==> src/rtl/mem_port_arbiter.sv <==
// Shares one Wishbone-style memory port between the IF and MEM pipeline requesters.
// Optional ack watchdog compiled in with `define MEM_ARB_TIMEOUT_EN (adds bus_timeout port).
module mem_port_arbiter #(
   parameter int ADDR_W  = 32,
   parameter int DATA_W  = 32,
   parameter int TIMEOUT = 16
) (
   input  logic                clk,
   input  logic                rst_n,
   input  logic                flush,
   input  logic                if_req,
   input  logic [ADDR_W-1:0]   if_addr,
   output logic [DATA_W-1:0]   if_rdata,
   output logic                if_stallreq,
   input  logic                mem_req,
   input  logic                mem_we,
   input  logic [ADDR_W-1:0]   mem_addr,
   input  logic [DATA_W-1:0]   mem_wdata,
   input  logic [DATA_W/8-1:0] mem_sel,
   output logic [DATA_W-1:0]   mem_rdata,
   output logic                mem_stallreq,
   output logic                bus_cyc,
   output logic                bus_stb,
   output logic                bus_we,
   output logic [ADDR_W-1:0]   bus_addr,
   output logic [DATA_W-1:0]   bus_wdata,
   output logic [DATA_W/8-1:0] bus_sel,
   input  logic [DATA_W-1:0]   bus_rdata,
   input  logic                bus_ack
`ifdef MEM_ARB_TIMEOUT_EN
   ,
   output logic                bus_timeout
`endif
);

   typedef enum logic [1:0] {IDLE, GNT_MEM, GNT_IF, DRAIN} state_t;

   if (TIMEOUT < 2) begin : g_timeout_range
      $error("mem_port_arbiter: TIMEOUT must be at least 2");
   end

   state_t              state_reg;
   logic                stb_reg;
   logic                we_reg;
   logic [ADDR_W-1:0]   addr_reg;
   logic [DATA_W-1:0]   wdata_reg;
   logic [DATA_W/8-1:0] sel_reg;
   logic                done;

`ifdef MEM_ARB_TIMEOUT_EN
   localparam int CNT_W = $clog2(TIMEOUT + 1);
   logic [CNT_W-1:0] cnt_reg;
   logic             timeout;

   // Counter restarts in IDLE, so it is zero in the first strobe cycle of every access.
   always_ff @(posedge clk) begin
      if (!rst_n || state_reg == IDLE)
         cnt_reg <= '0;
      else if (cnt_reg != CNT_W'(TIMEOUT))
         cnt_reg <= cnt_reg + 1'b1;
   end

   assign timeout     = (state_reg != IDLE) && !bus_ack && (cnt_reg == CNT_W'(TIMEOUT));
   assign done        = bus_ack | timeout;
   assign bus_timeout = timeout;
`else
   assign done = bus_ack;
`endif

   always_ff @(posedge clk) begin
      if (!rst_n) begin
         state_reg <= IDLE;
         stb_reg   <= 1'b0;
         we_reg    <= 1'b0;
         addr_reg  <= '0;
         wdata_reg <= '0;
         sel_reg   <= '0;
      end else begin
         case (state_reg)
            IDLE: begin
               if (!flush && mem_req) begin
                  state_reg <= GNT_MEM;
                  stb_reg   <= 1'b1;
                  we_reg    <= mem_we;
                  addr_reg  <= mem_addr;
                  wdata_reg <= mem_wdata;
                  sel_reg   <= mem_sel;
               end else if (!flush && if_req) begin
                  state_reg <= GNT_IF;
                  stb_reg   <= 1'b1;
                  we_reg    <= 1'b0;
                  addr_reg  <= if_addr;
                  wdata_reg <= '0;
                  sel_reg   <= '1;
               end
            end
            GNT_MEM, GNT_IF: begin
               // An ack in the flush cycle still completes normally.
               if (done) begin
                  state_reg <= IDLE;
                  stb_reg   <= 1'b0;
               end else if (flush) begin
                  state_reg <= DRAIN;
               end
            end
            DRAIN: begin
               if (done) begin
                  state_reg <= IDLE;
                  stb_reg   <= 1'b0;
               end
            end
            default: begin
               state_reg <= IDLE;
               stb_reg   <= 1'b0;
            end
         endcase
      end
   end

   assign bus_cyc   = stb_reg;
   assign bus_stb   = stb_reg;
   assign bus_we    = we_reg;
   assign bus_addr  = addr_reg;
   assign bus_wdata = wdata_reg;
   assign bus_sel   = sel_reg;

   assign mem_stallreq = !flush && mem_req && !(state_reg == GNT_MEM && done);
   assign if_stallreq  = !flush && if_req  && !(state_reg == GNT_IF  && done);

   // Data is only forwarded on a real ack; drained and timed-out accesses read as zero.
   assign mem_rdata = (state_reg == GNT_MEM && bus_ack) ? bus_rdata : '0;
   assign if_rdata  = (state_reg == GNT_IF  && bus_ack) ? bus_rdata : '0;

endmodule

==> config.mk <==
export PLATFORM = sky130hd
export DESIGN_NAME = mem_port_arbiter
export DESIGN_NICKNAME = d
export VERILOG_FILES = /design/src/rtl/mem_port_arbiter.sv
export SDC_FILE = /design/constraint.sdc
export NUM_CORES = 1
export LEC_CHECK = 0
export ABC_AREA = 0
export BUFFER_PORTS_ARGS = -buffer_cell sky130_fd_sc_hd__buf_2
export CAP_MARGIN = 20
export CELL_PAD_IN_SITES_DETAIL_PLACEMENT = 1
export CELL_PAD_IN_SITES_GLOBAL_PLACEMENT = 1
export CORE_MARGIN = 3
export CORE_UTILIZATION = 25
export DETAILED_ROUTE_END_ITERATION = 10
export PLACE_DENSITY_LB_ADDON = 0.1
export SETUP_SLACK_MARGIN = 0.15
export SYNTH_ARGS = -nofsm -noshare
export SYNTH_HDL_FRONTEND = slang
export SYNTH_SLANG_ARGS = --single-unit
export TNS_END_PERCENT = 1
==> constraint.sdc <==
create_clock -name clk -period 2.2 [get_ports clk]
set_clock_uncertainty 0.15 [all_clocks]
set_input_delay 0.44 -clock clk [delete_from_list [all_inputs] [get_ports clk]]
set_output_delay 0.44 -clock clk [all_outputs]
set_load 0.005 [all_outputs]
==> summary.txt <==
Logic synthesis
  – Seq/Total Area, Yosys: 0.409
  – Post-synth EDFFs: 0
  – Post-synthesis register bit count: 72
  – Post-Synthesis Net Count: 522
  – Post-synth top cells: dfxtp_1 (72), nor2_1 (69), and3_1 (65), a22oi_1 (33), mux2i_1 (32)
  – Yosys top cell area share: 0.409
  – Avg Inst Size Synth: 9.32 sq um
  – Top cell type by total area after synthesis: dfxtp_1
  – Synth Flop Type: dfxtp_1
  – Synthesized area: 0.00352 sq mm
  – Most numerous cell in the Yosys netlist: dfxtp_1
  – Asr flop ratio synth: 0
  – Synthesized netlist cell count: 378
  – Top cells by area, synth: dfxtp_1 (41%), and3_1 (12%), a211oi_2 (11%), mux2i_1 (9.1%), nor2_1 (7.3%)
  – Ys Warns: 0
  – Synth cell types: 28

Worst setup path
  – Slowest stage delay, CP: ~0.37 ns
  – Max Fanout on Critical Path: 10
  – Critical path class: reg -> out
  – Max stage delay cell, worst path: dfxtp_4
  – R2R depth: 7
  – Worst Path Required: between 1.5 and 2 ns
  – Endpoint class of the critical path: output pin
  – WP data arrival: 1.40 ns
  – RR Endpoint: bus_addr[22]$_SDFFE_PN0P_
  – Reg2Reg Setup Slack: between 0.3 and 0.4 ns
  – Cell breakdown of the critical path: inv_2, ha_4, buf_4, and3_1, buf_2
  – CP Launch Type: flop
  – R2r startpoint: state_reg[1]$_SDFFE_PN0P_

Min path
  – Hold Crit Class: in -> reg
  – Hold depth: 3
  – WHS Endpoint: bus_wdata[8]$_SDFFE_PN0P_
  – Worst min-delay path startpoint: mem_wdata[8]

Timing
  – Crit path time final: 1.99 ns
  – Final Cycle Share: 0.906
  – Worst-Margin Slew: approximately 0.42 ns
  – Count of final setup violators: 0
  – Hold_ws: 0.212 ns
  – RSZ-0062 raised after global routing: true
  – Slew Limit Fails: 0
  – Final hold vios: 0
  – Worst slew margin: 0.717
  – Setup tns final: 0 ns
  – Max Clk Rate: 0.502 GHz

Outcome
  – Outcome: completed

Cells and area
  – Share of cells above drive strength 1: 0.539
  – Area grow syn2layout: 54.2%
  – # nets final: 783
  – Diodes inserted: 0
  – Multi-input logic area: 0.00189 sq mm
  – Register Area: 0.00145 sq mm
  – Fin area: 0.00543 sq mm
  – Fill cells: 1656

Routing
  – Pre-antenna DRT Iters: 4
  – Routed wire per std cell: 16.2 microns
  – Avg Vias per Cell: around 4.7
  – Via count: 3866
  – Initial DRC Count: 99
  – Routed Antenna Nets: 0
  – Final wirelength: 13.3 mm
  – DRC: 0

Pwr
  – Flop pwr share: 0.324
  – Sw power: 1810 uW
  – Power Density: 979 mW/mm^2
  – Int Pwr: 3510 uW
  – Gate power share: 0.399
  – Power Total: 5320 uW
  – Leak: roughly 0.0031 uW
  – Sw frac: 0.341
  – Clock Power Share: 0.277
  – VDD IR max: around 0.50 mV

Global route
  – GRT Overall Usage: 0.158
  – Largest net degree at the start of global routing: 72
  – Grt total ovfl: 0
  – First-pass GRT wire length: 20.2 mm
  – Initial antenna violation count: 0
  – Vias in the first global route: 3887

Floorplanning
  – Die area: between 0.015 and 0.02 sq mm
  – Core area: 0.0135 sq mm
  – Die W: roughly 120 microns
  – IO Count: approximately 280
  – DIE HEIGHT: between 100 and 150 microns
  – FP Rows: 42
  – Initial core utilization: 0.261

Clock network
  – Post-CTS Hold Buffers: 0
  – Clock Latency Late Sink: 0.33 ns
  – Clock Tree Root: clkbuf_16
  – Register clock-pin slew on the reported worst setup and hold paths: 0.06 ns
  – Clock tree buffer depth: 2
  – # H-tree levels: 3
  – CTS buffer count: 9
  – Num Clock Sinks: between 70 and 80
  – CTS tree: built

Place
  – RePlAce Congestion: 0.781
  – HPWL Detailed: 9.95 mm
  – # port buffers: approximately 280
  – Cell Area, Placed: 0.00503 sq mm

Run
  – Max-cap viol count: 0
## power groups by stage
stage                     sequential, uW  clock (uW)  combinational [uW]
final                               1720        1470                2120
after global routing                1770        1600                2340
after CTS                           1720        1530                2060
after detailed placement            1730           0                2010
after global placement              1710           0                1940
after floorplan                     1750           0                1210
## layer usage
layer | track usage | vias up | routed length (microns)
met4 | 0.0542 | 0 | 230
met3 | 0.0592 | 17 | 1160
met5 | 0 | - | 0
li1 | - | 1884 | -
met1 | 0.172 | 1815 | 5100
met2 | 0.279 | 150 | 6780
## kinds of logic after synthesis
kind of cell,count (synthesis),synth area share
AND/OR/NAND/NOR,144,0.208
AO/OA/AOI/OAI,81,0.209
flip-flops,72,0.409
buffers and inverters,44,0.0653
multiplexers,32,0.0909
adder cells (fa/ha/maj),5,0.0177
## metrics by stage
stage          setup WS, ns  instances  utilization
2_1_floorplan         0.492        378            -
3_3_place_gp          0.205        800        0.373
3_5_place_dp         0.0359        800        0.373
4_1_cts              0.0899        817        0.398
5_1_grt               0.134        820        0.402
6_report              0.207        820        0.402
## critical path: cells and delay by family (launching register included)
family                   cells  cell delay [ns]
flip-flops                   1             0.37
buffers and inverters        3             0.35
AND/OR/NAND/NOR              1             0.18
adder cells (fa/ha/maj)      1             0.17
## layout by cell type, fill, tap and decap left out
cell	n
a311oi_1	2
o21ai_1	1
nor2b_2	1
o22ai_1	4
and3_1	65
clkbuf_16	10
mux2i_1	32
bufinv_16	1
inv_2	4
a211oi_1	2
buf_6	1
nor2_1	69
clkbuf_8	3
and2_1	1
ha_4	2
buf_12	3
nor2_2	1
a22oi_1	33
clkbuf_1	3
a31oi_1	1
a21oi_1	5
dfxtp_4	2
ha_1	3
a211oi_2	30
clkinvlp_4	1
nand2_1	3
nor2b_1	1
buf_8	1
buf_2	275
nand2_4	1
o21ai_2	1
dfxtp_1	70
nor3b_1	1
buf_4	8
a31o_2	1
o21bai_1	1
nor2b_4	1
## layout make-up
| cell class | instances | share of cell area |
|---|---|---|
| inverters | 4 | 0.00276 |
| clock buffers | 14 | 0.0486 |
| well taps | 176 | 0.0405 |
| flip-flops and latches | 72 | 0.267 |
| repair buffers | 290 | 0.287 |
| multi-input cells | 262 | 0.347 |
| clock inverters | 2 | 0.00691 |
## how the worst max path moves through the flow
stage                              startpoint                         to  cells after the start
finish              state_reg[0]$_SDFFE_PN0P_               if_rdata[25]                      5
global route        state_reg[0]$_SDFFE_PN0P_                if_rdata[0]                      5
CTS                 state_reg[1]$_SDFFE_PN0P_               mem_rdata[8]                      4
detailed placement  state_reg[1]$_SDFFE_PN0P_               mem_rdata[8]                      4
global placement    state_reg[1]$_SDFFE_PN0P_              mem_rdata[10]                      4
floorplan           state_reg[0]$_SDFFE_PN0P_  bus_wdata[0]$_SDFFE_PN0P_                      8
## timing repair
action,4_1_cts,5_1_grt
gates cloned,0,1
setup buffers,1,2
resized for setup,6,7
setup endpoints to repair,66,129
pin swaps,0,1
Power figures use the tool's default switching activity.
